==> config.mk <==
export PLATFORM = sky130hd
export DESIGN_NAME = mem_responder_flat
export DESIGN_NICKNAME = d
export VERILOG_FILES = /design/src/rtl/mem_responder_pkg.sv /design/src/rtl/mem_responder_if.sv /design/src/rtl/mem_responder_array.sv /design/src/rtl/mem_responder.sv /design/src/flat_wrapper.sv
export SDC_FILE = /design/constraint.sdc
export NUM_CORES = 2
export LEC_CHECK = 0
export BUFFER_PORTS_ARGS = -buffer_cell sky130_fd_sc_hd__buf_2
export CORE_MARGIN = 2
export CORE_UTILIZATION = 45
export DETAILED_ROUTE_END_ITERATION = 12
export PLACE_DENSITY_LB_ADDON = 0.3
export SLEW_MARGIN = 0
export SYNTH_ARGS = -nofsm -noshare
export SYNTH_HDL_FRONTEND = slang
export SYNTH_SLANG_ARGS = --single-unit
==> constraint.sdc <==
create_clock -name clk -period 8.07 [get_ports clk]
set_input_delay 0.807 -clock clk [delete_from_list [all_inputs] [get_ports clk]]
set_output_delay 0.807 -clock clk [all_outputs]
set_load 0.01 [all_outputs]
==> src/rtl/mem_responder_pkg.sv <==
// Shared constants and types for the SAP-2 memory responder.
package mem_responder_pkg;

    // Bit positions inside the CPU control byte; bits 7:4 are reserved.
    localparam int CTRL_MAL = 0;
    localparam int CTRL_MAH = 1;
    localparam int CTRL_WE  = 2;
    localparam int CTRL_RE  = 3;

    // Data returned for a read whose address lies outside the storage.
    localparam logic [7:0] OOR_RDATA = 8'h00;

    typedef enum logic {
        CLEAR = 1'b0,
        READY = 1'b1
    } state_e;

endpackage

==> src/rtl/mem_responder_if.sv <==
// CPU <-> memory responder pin bundle. The CPU side is the master.
interface mem_responder_if;
    logic [7:0] ctrl_in;
    logic [7:0] bus_in;
    logic [7:0] sram_out;
    logic       rd_valid;
    logic       busy;

    modport master (output ctrl_in, bus_in, input sram_out, rd_valid, busy);
    modport slave  (input ctrl_in, bus_in, output sram_out, rd_valid, busy);
endinterface

==> src/rtl/mem_responder_array.sv <==
// 2^ADDR_W x 8 storage: one synchronous write port plus a registered read.
// A read and a write to the same location on one edge returns the old byte.
module mem_responder_array
    import mem_responder_pkg::*;
#(
    parameter int ADDR_W = 8
) (
    input  logic              clk,
    input  logic              rst_n,
    input  logic              we,
    input  logic [ADDR_W-1:0] waddr,
    input  logic [7:0]        wdata,
    input  logic              re,
    input  logic [ADDR_W-1:0] raddr,
    output logic [7:0]        rdata
);

    logic [7:0] mem [2**ADDR_W];
    logic [7:0] rdata_d, rdata_q;

    // Storage write; no reset, contents are defined by the post-reset clear.
    always_ff @(posedge clk) begin
        if (we) mem[waddr] <= wdata;
    end

    // Read data register holds its value between reads.
    always_comb begin
        rdata_d = rdata_q;
        if (re) rdata_d = mem[raddr];
    end

    // Read register state; samples the pre-edge contents (read-before-write).
    always_ff @(posedge clk or negedge rst_n) begin
        if (!rst_n) rdata_q <= OOR_RDATA;
        else        rdata_q <= rdata_d;
    end

    assign rdata = rdata_q;

endmodule

==> src/rtl/mem_responder.sv <==
// Memory-side responder for the SAP-2 external memory pins.
// Clears its storage after reset, then serves MAL/MAH/WE/RE every cycle.
// Optional feature: define MEM_RESPONDER_AUTOINC_EN to post-increment the
// address after each accepted WE/RE (an address load takes priority).
module mem_responder
    import mem_responder_pkg::*;
#(
    parameter int ADDR_W = 8
) (
    input  logic            clk,
    input  logic            rst_n,
    mem_responder_if.slave  mif
);

    state_e            state_d, state_q;
    logic [ADDR_W-1:0] clr_ptr_d, clr_ptr_q;
    logic [15:0]       addr_d, addr_q;
    logic              rd_valid_d, rd_valid_q;
    logic              oor_rd_d, oor_rd_q;

    logic              cmd_mal, cmd_mah, cmd_we, cmd_re;
    logic              addr_oor;
    logic              arr_we, arr_re;
    logic [ADDR_W-1:0] arr_waddr;
    logic [7:0]        arr_wdata, arr_rdata;
    logic              unused_ctrl;

    assign cmd_mal     = mif.ctrl_in[CTRL_MAL];
    assign cmd_mah     = mif.ctrl_in[CTRL_MAH];
    assign cmd_we      = mif.ctrl_in[CTRL_WE];
    assign cmd_re      = mif.ctrl_in[CTRL_RE];
    assign unused_ctrl = ^mif.ctrl_in[7:4];

    // Any address bit above the storage width set means out of range.
    if (ADDR_W < 16) begin : g_oor
        assign addr_oor = |addr_q[15:ADDR_W];
    end else begin : g_full
        assign addr_oor = 1'b0;
    end

    // FSM state, clear pointer and access registers.
    always_ff @(posedge clk or negedge rst_n) begin
        if (!rst_n) begin
            state_q    <= CLEAR;
            clr_ptr_q  <= '0;
            addr_q     <= 16'h0000;
            rd_valid_q <= 1'b0;
            oor_rd_q   <= 1'b0;
        end else begin
            state_q    <= state_d;
            clr_ptr_q  <= clr_ptr_d;
            addr_q     <= addr_d;
            rd_valid_q <= rd_valid_d;
            oor_rd_q   <= oor_rd_d;
        end
    end

    // Next state: walk every location once, then serve commands.
    always_comb begin
        state_d   = state_q;
        clr_ptr_d = clr_ptr_q;
        if (state_q == CLEAR) begin
            clr_ptr_d = clr_ptr_q + ADDR_W'(1);
            if (clr_ptr_q == '1) state_d = READY;
        end
    end

    // FSM outputs: storage port steering, read strobe and range flag.
    always_comb begin
        arr_we     = 1'b0;
        arr_waddr  = addr_q[ADDR_W-1:0];
        arr_wdata  = mif.bus_in;
        arr_re     = 1'b0;
        rd_valid_d = 1'b0;
        oor_rd_d   = oor_rd_q;
        if (state_q == CLEAR) begin
            arr_we    = 1'b1;
            arr_waddr = clr_ptr_q;
            arr_wdata = 8'h00;
        end else begin
            arr_we     = cmd_we & ~addr_oor;
            arr_re     = cmd_re & ~addr_oor;
            rd_valid_d = cmd_re;
            if (cmd_re) oor_rd_d = addr_oor;
        end
    end

    // Address register: loads from the bus; WE/RE this edge see the old value.
    always_comb begin
        addr_d = addr_q;
        if (state_q == READY) begin
            if (cmd_mal || cmd_mah) begin
                if (cmd_mal) addr_d[7:0]  = mif.bus_in;
                if (cmd_mah) addr_d[15:8] = mif.bus_in;
            end
`ifdef MEM_RESPONDER_AUTOINC_EN
            else if (cmd_we || cmd_re) begin
                addr_d = addr_q + 16'd1;
            end
`endif
        end
    end

    mem_responder_array #(.ADDR_W(ADDR_W)) u_array (
        .clk   (clk),
        .rst_n (rst_n),
        .we    (arr_we),
        .waddr (arr_waddr),
        .wdata (arr_wdata),
        .re    (arr_re),
        .raddr (addr_q[ADDR_W-1:0]),
        .rdata (arr_rdata)
    );

    assign mif.sram_out = oor_rd_q ? OOR_RDATA : arr_rdata;
    assign mif.rd_valid = rd_valid_q;
    assign mif.busy     = (state_q == CLEAR);

endmodule

==> src/flat_wrapper.sv <==
// flat-port wrapper written by rule: the top's interface ports become plain ports
module mem_responder_flat import mem_responder_pkg::*;
#(
    parameter int ADDR_W = 8
)
  (clk, rst_n, mif_ctrl_in, mif_bus_in, mif_sram_out, mif_rd_valid, mif_busy);
  mem_responder_if mif_i ();
  input  logic clk;
  input  logic rst_n;
  input wire logic [$bits(mif_i.ctrl_in)-1:0] mif_ctrl_in;
  input wire logic [$bits(mif_i.bus_in)-1:0] mif_bus_in;
  output wire logic [$bits(mif_i.sram_out)-1:0] mif_sram_out;
  output wire logic [$bits(mif_i.rd_valid)-1:0] mif_rd_valid;
  output wire logic [$bits(mif_i.busy)-1:0] mif_busy;
  assign mif_i.ctrl_in = mif_ctrl_in;
  assign mif_i.bus_in = mif_bus_in;
  assign mif_sram_out = mif_i.sram_out;
  assign mif_rd_valid = mif_i.rd_valid;
  assign mif_busy = mif_i.busy;
  mem_responder #(.ADDR_W(ADDR_W)) u_core (.clk(clk), .rst_n(rst_n), .mif(mif_i));
endmodule
==> impl_metrics.ini <==
[cts]
cts.sinks = 2083
post_cts_buffers = 0
clk_latency_ns = 0.85
numCtsBuffers = 201
cts_tree = done
cts_buffer_depth = 3
hold_buffers = 0
clk_pin_slew_ns = 0.06
post_cts_resize_count = 0
cts_max_level = 4
root_buffer = clkbuf_16

[die]
die_area_um2 = 185000
start_util_pct = 45.3
core_area_um2 = 181000
rows = 156
die_h_um = 430
io_pins = 28
die_w_um = 430

[critical_path]
crit_fanout = 38
critPathCaptureType = flop
cp.required_ns = 8.51
cp.arrival_ns = 5.11
crit_type = reg2reg
reg2regPathDepth = 5
crit_path_start_kind = flop

[power_and_ir_drop]
p_leak_uw = 0.0221
total_power_uw = 21000
ir_drop_mv = 0.196
pwr_density_cell_nw_per_um2 = 232

[place]
placedCellCount = 6285
port_buffers = 23
place_ws_ns = 3.50
gp_congestion = 0.857
dp_hpwl_um = 126000

[timing]
fin_crit_ns = 4.68
max_freq_mhz = 214
rsz0062_at_grt = no
fin_ws_ns = 3.39
skew_ns = 0.0488
slew_viol_final = 0
slew_headroom_pct = 18.3
hold_viol = 0
fin_crit_sh_pct = 57.9
setup_viol = 0
finalSetupTns_ns = 0
worst_pin_slew_ns = 1.19

[route]
drc_errors = 0
routed_wl_um = 210000
dr.pass1.iters = 6
wl_per_cell_um = 31.6
ant_nets = 0
via_per_inst = 6.13
drt_iter0_markers = 4985
vias = 40800

[cells_and_area]
regArea_um2 = 62400
syn_to_final_growth_pct = 10.8
final_cell_mix = 2,048 x edfxtp_1, 360 x mux4_2, 299 x nor2_1, 260 x mux2i_1, 203 x clkbuf_16
drive_above_1_share_pct = 19.1
nFillCells = 14300
layout_commonest_cell = edfxtp_1
nNetsFinal = 4137
fin_util_pct = 50.1
multi_input_area_um2 = 17800
finalNonFillerCells = 6649

[global_route]
gr-total-overflow = 0
antenna_found_initial = 8
grt_pass1_vias = 40400
grt_max_degree = 225
grt_usage_pct = 22.5
grt_pass1_wl_um = 298000

[hold_path]
hp-class = in2async

[job]
maxCapViolations = 0

[yosys]
synthCells = 4045
syn_nets = 4064
netlist_area_um2 = 81700
synth_edf_count = 2048
ys_types = 72
seq_area_frac_synth_pct = 76.3
synth_ff_type = edfxtp_1
ys_ff_latch = 2083
avgSynthCellArea_um2 = 20.2
synth_warnings = 0
async_flop_share_pct = 1.68

[status]
outcome = completed
[per-stage QoR]
stage / cell area, um^2 / hold slack (ns)
2_1_floorplan: 81700 / 0.448
3_3_place_gp: 84100 / 0.470
3_5_place_dp: 84100 / 0.475
4_1_cts: 90500 / 0.0805
5_1_grt: 90500 / 0.135
6_report: 90500 / 0.0884
[cells in the mapped netlist (all sizes together), types with 4 or more instances]
cell type,n,area share [%]
edfxtp,2048,75
mux4,397,11
nor2,302,1.4
mux2i,260,3.2
buf,168,1.7
nand2,145,0.67
o22ai,94,0.72
clkbuf,75,0.34
a21oi,51,0.31
a22oi,51,0.47
nand3,43,0.26
o221ai,42,0.45
o21ai,41,0.26
a211oi,35,0.32
dfrtp,35,1.1
a2111oi,28,0.32
mux2,24,0.33
and2,23,0.18
nor3,22,0.13
nor4,14,0.11
nor2b,13,0.10
a22o,11,0.12
or3,10,0.077
o31ai,9,0.10
nand3b,8,0.073
nand4,7,0.054
o211ai,7,0.070
a31oi,6,0.046
a211o,5,0.054
a221oi,5,0.054
a32oi,5,0.054
inv,5,0.023
nand2b,5,0.038
nor3b,5,0.046
and3,4,0.031
or4,4,0.037
xnor2,4,0.043
[sequential cells by signal (all words and copies together) (netlist names)]
register	flops
u_core.oor_rd_q	1
u_core.state_q	1
u_core.u_array.rdata	8
u_core.clr_ptr_q	8
u_core.mif.rd_valid	1
u_core.addr_q	16
u_core.u_array.mem	2048
[kinds of logic (layout without fill, tap and decap cells)]
kind of cell / count (synthesis) / in the layout / synth area share (%)
adder cells (fa/ha/maj): 1 / 1 / 0.0153
other: 0 / 1 / 0
AND/OR/NAND/NOR: 613 / 613 / 3.29
multiplexers: 681 / 681 / 14.6
flip-flops: 2083 / 2083 / 76.3
XOR/XNOR: 7 / 7 / 0.0750
AO/OA/AOI/OAI: 412 / 412 / 3.60
buffers and inverters: 248 / 481 / 2.08
[per-layer routing]
metal  up-vias  part of all wire [%]  GRT usage [%]  wire (um)
li1      16900                     -              -          -
met1     21700                    40           30.9      84200
met2      1801                    47           35.1      99900
met3       355                   8.4           5.20      17600
met4         6                   4.1           8.85       8700
met5         -                 0.021              0         45
[cell type report]
cell class / instances / share of cell area [%]
diodes: 1 / 0.00276
clock buffers: 260 / 5.86
clock inverters: 103 / 1.29
inverters: 5 / 0.0235
multi-input cells: 1714 / 19.6
flip-flops and latches: 2083 / 68.9
well taps: 2370 / 3.28
repair buffers: 113 / 0.998
[path summary, 6_finish.rpt]
path,startpoint,endpoint,slack [ns]
max in group asynchronous,rst_n,u_core.addr_q[1],7.25
worst max-delay path,u_core.addr_q[2],u_core.u_array.mem[143][7],3.39
worst max register to register,u_core.addr_q[2],u_core.u_array.mem[143][7],3.39
worst min-delay path,rst_n,u_core.addr_q[8],0.09
worst min register to register,u_core.u_array.rdata[5],u_core.u_array.rdata[5],0.50
min in group clk,mif_bus_in[3],u_core.addr_q[11],0.23
[worst max-delay path, stage by stage, from the launching register on]
cell     delay (ns)
dfrtp_4        0.77
buf_4          0.66
nand3_1        0.13
o21ai_1        0.57
nand3_2        1.06
nor2_1         1.06
[power by group]
group	leakage [uW]	internal (uW)	switching (uW)
Clock	0.00313	5230	4080
Sequential	0.0146	11700	0
Combinational	0.00435	2.37	6.99
Total	0.0221	16900	4080
Power figures use the tool's default switching activity.
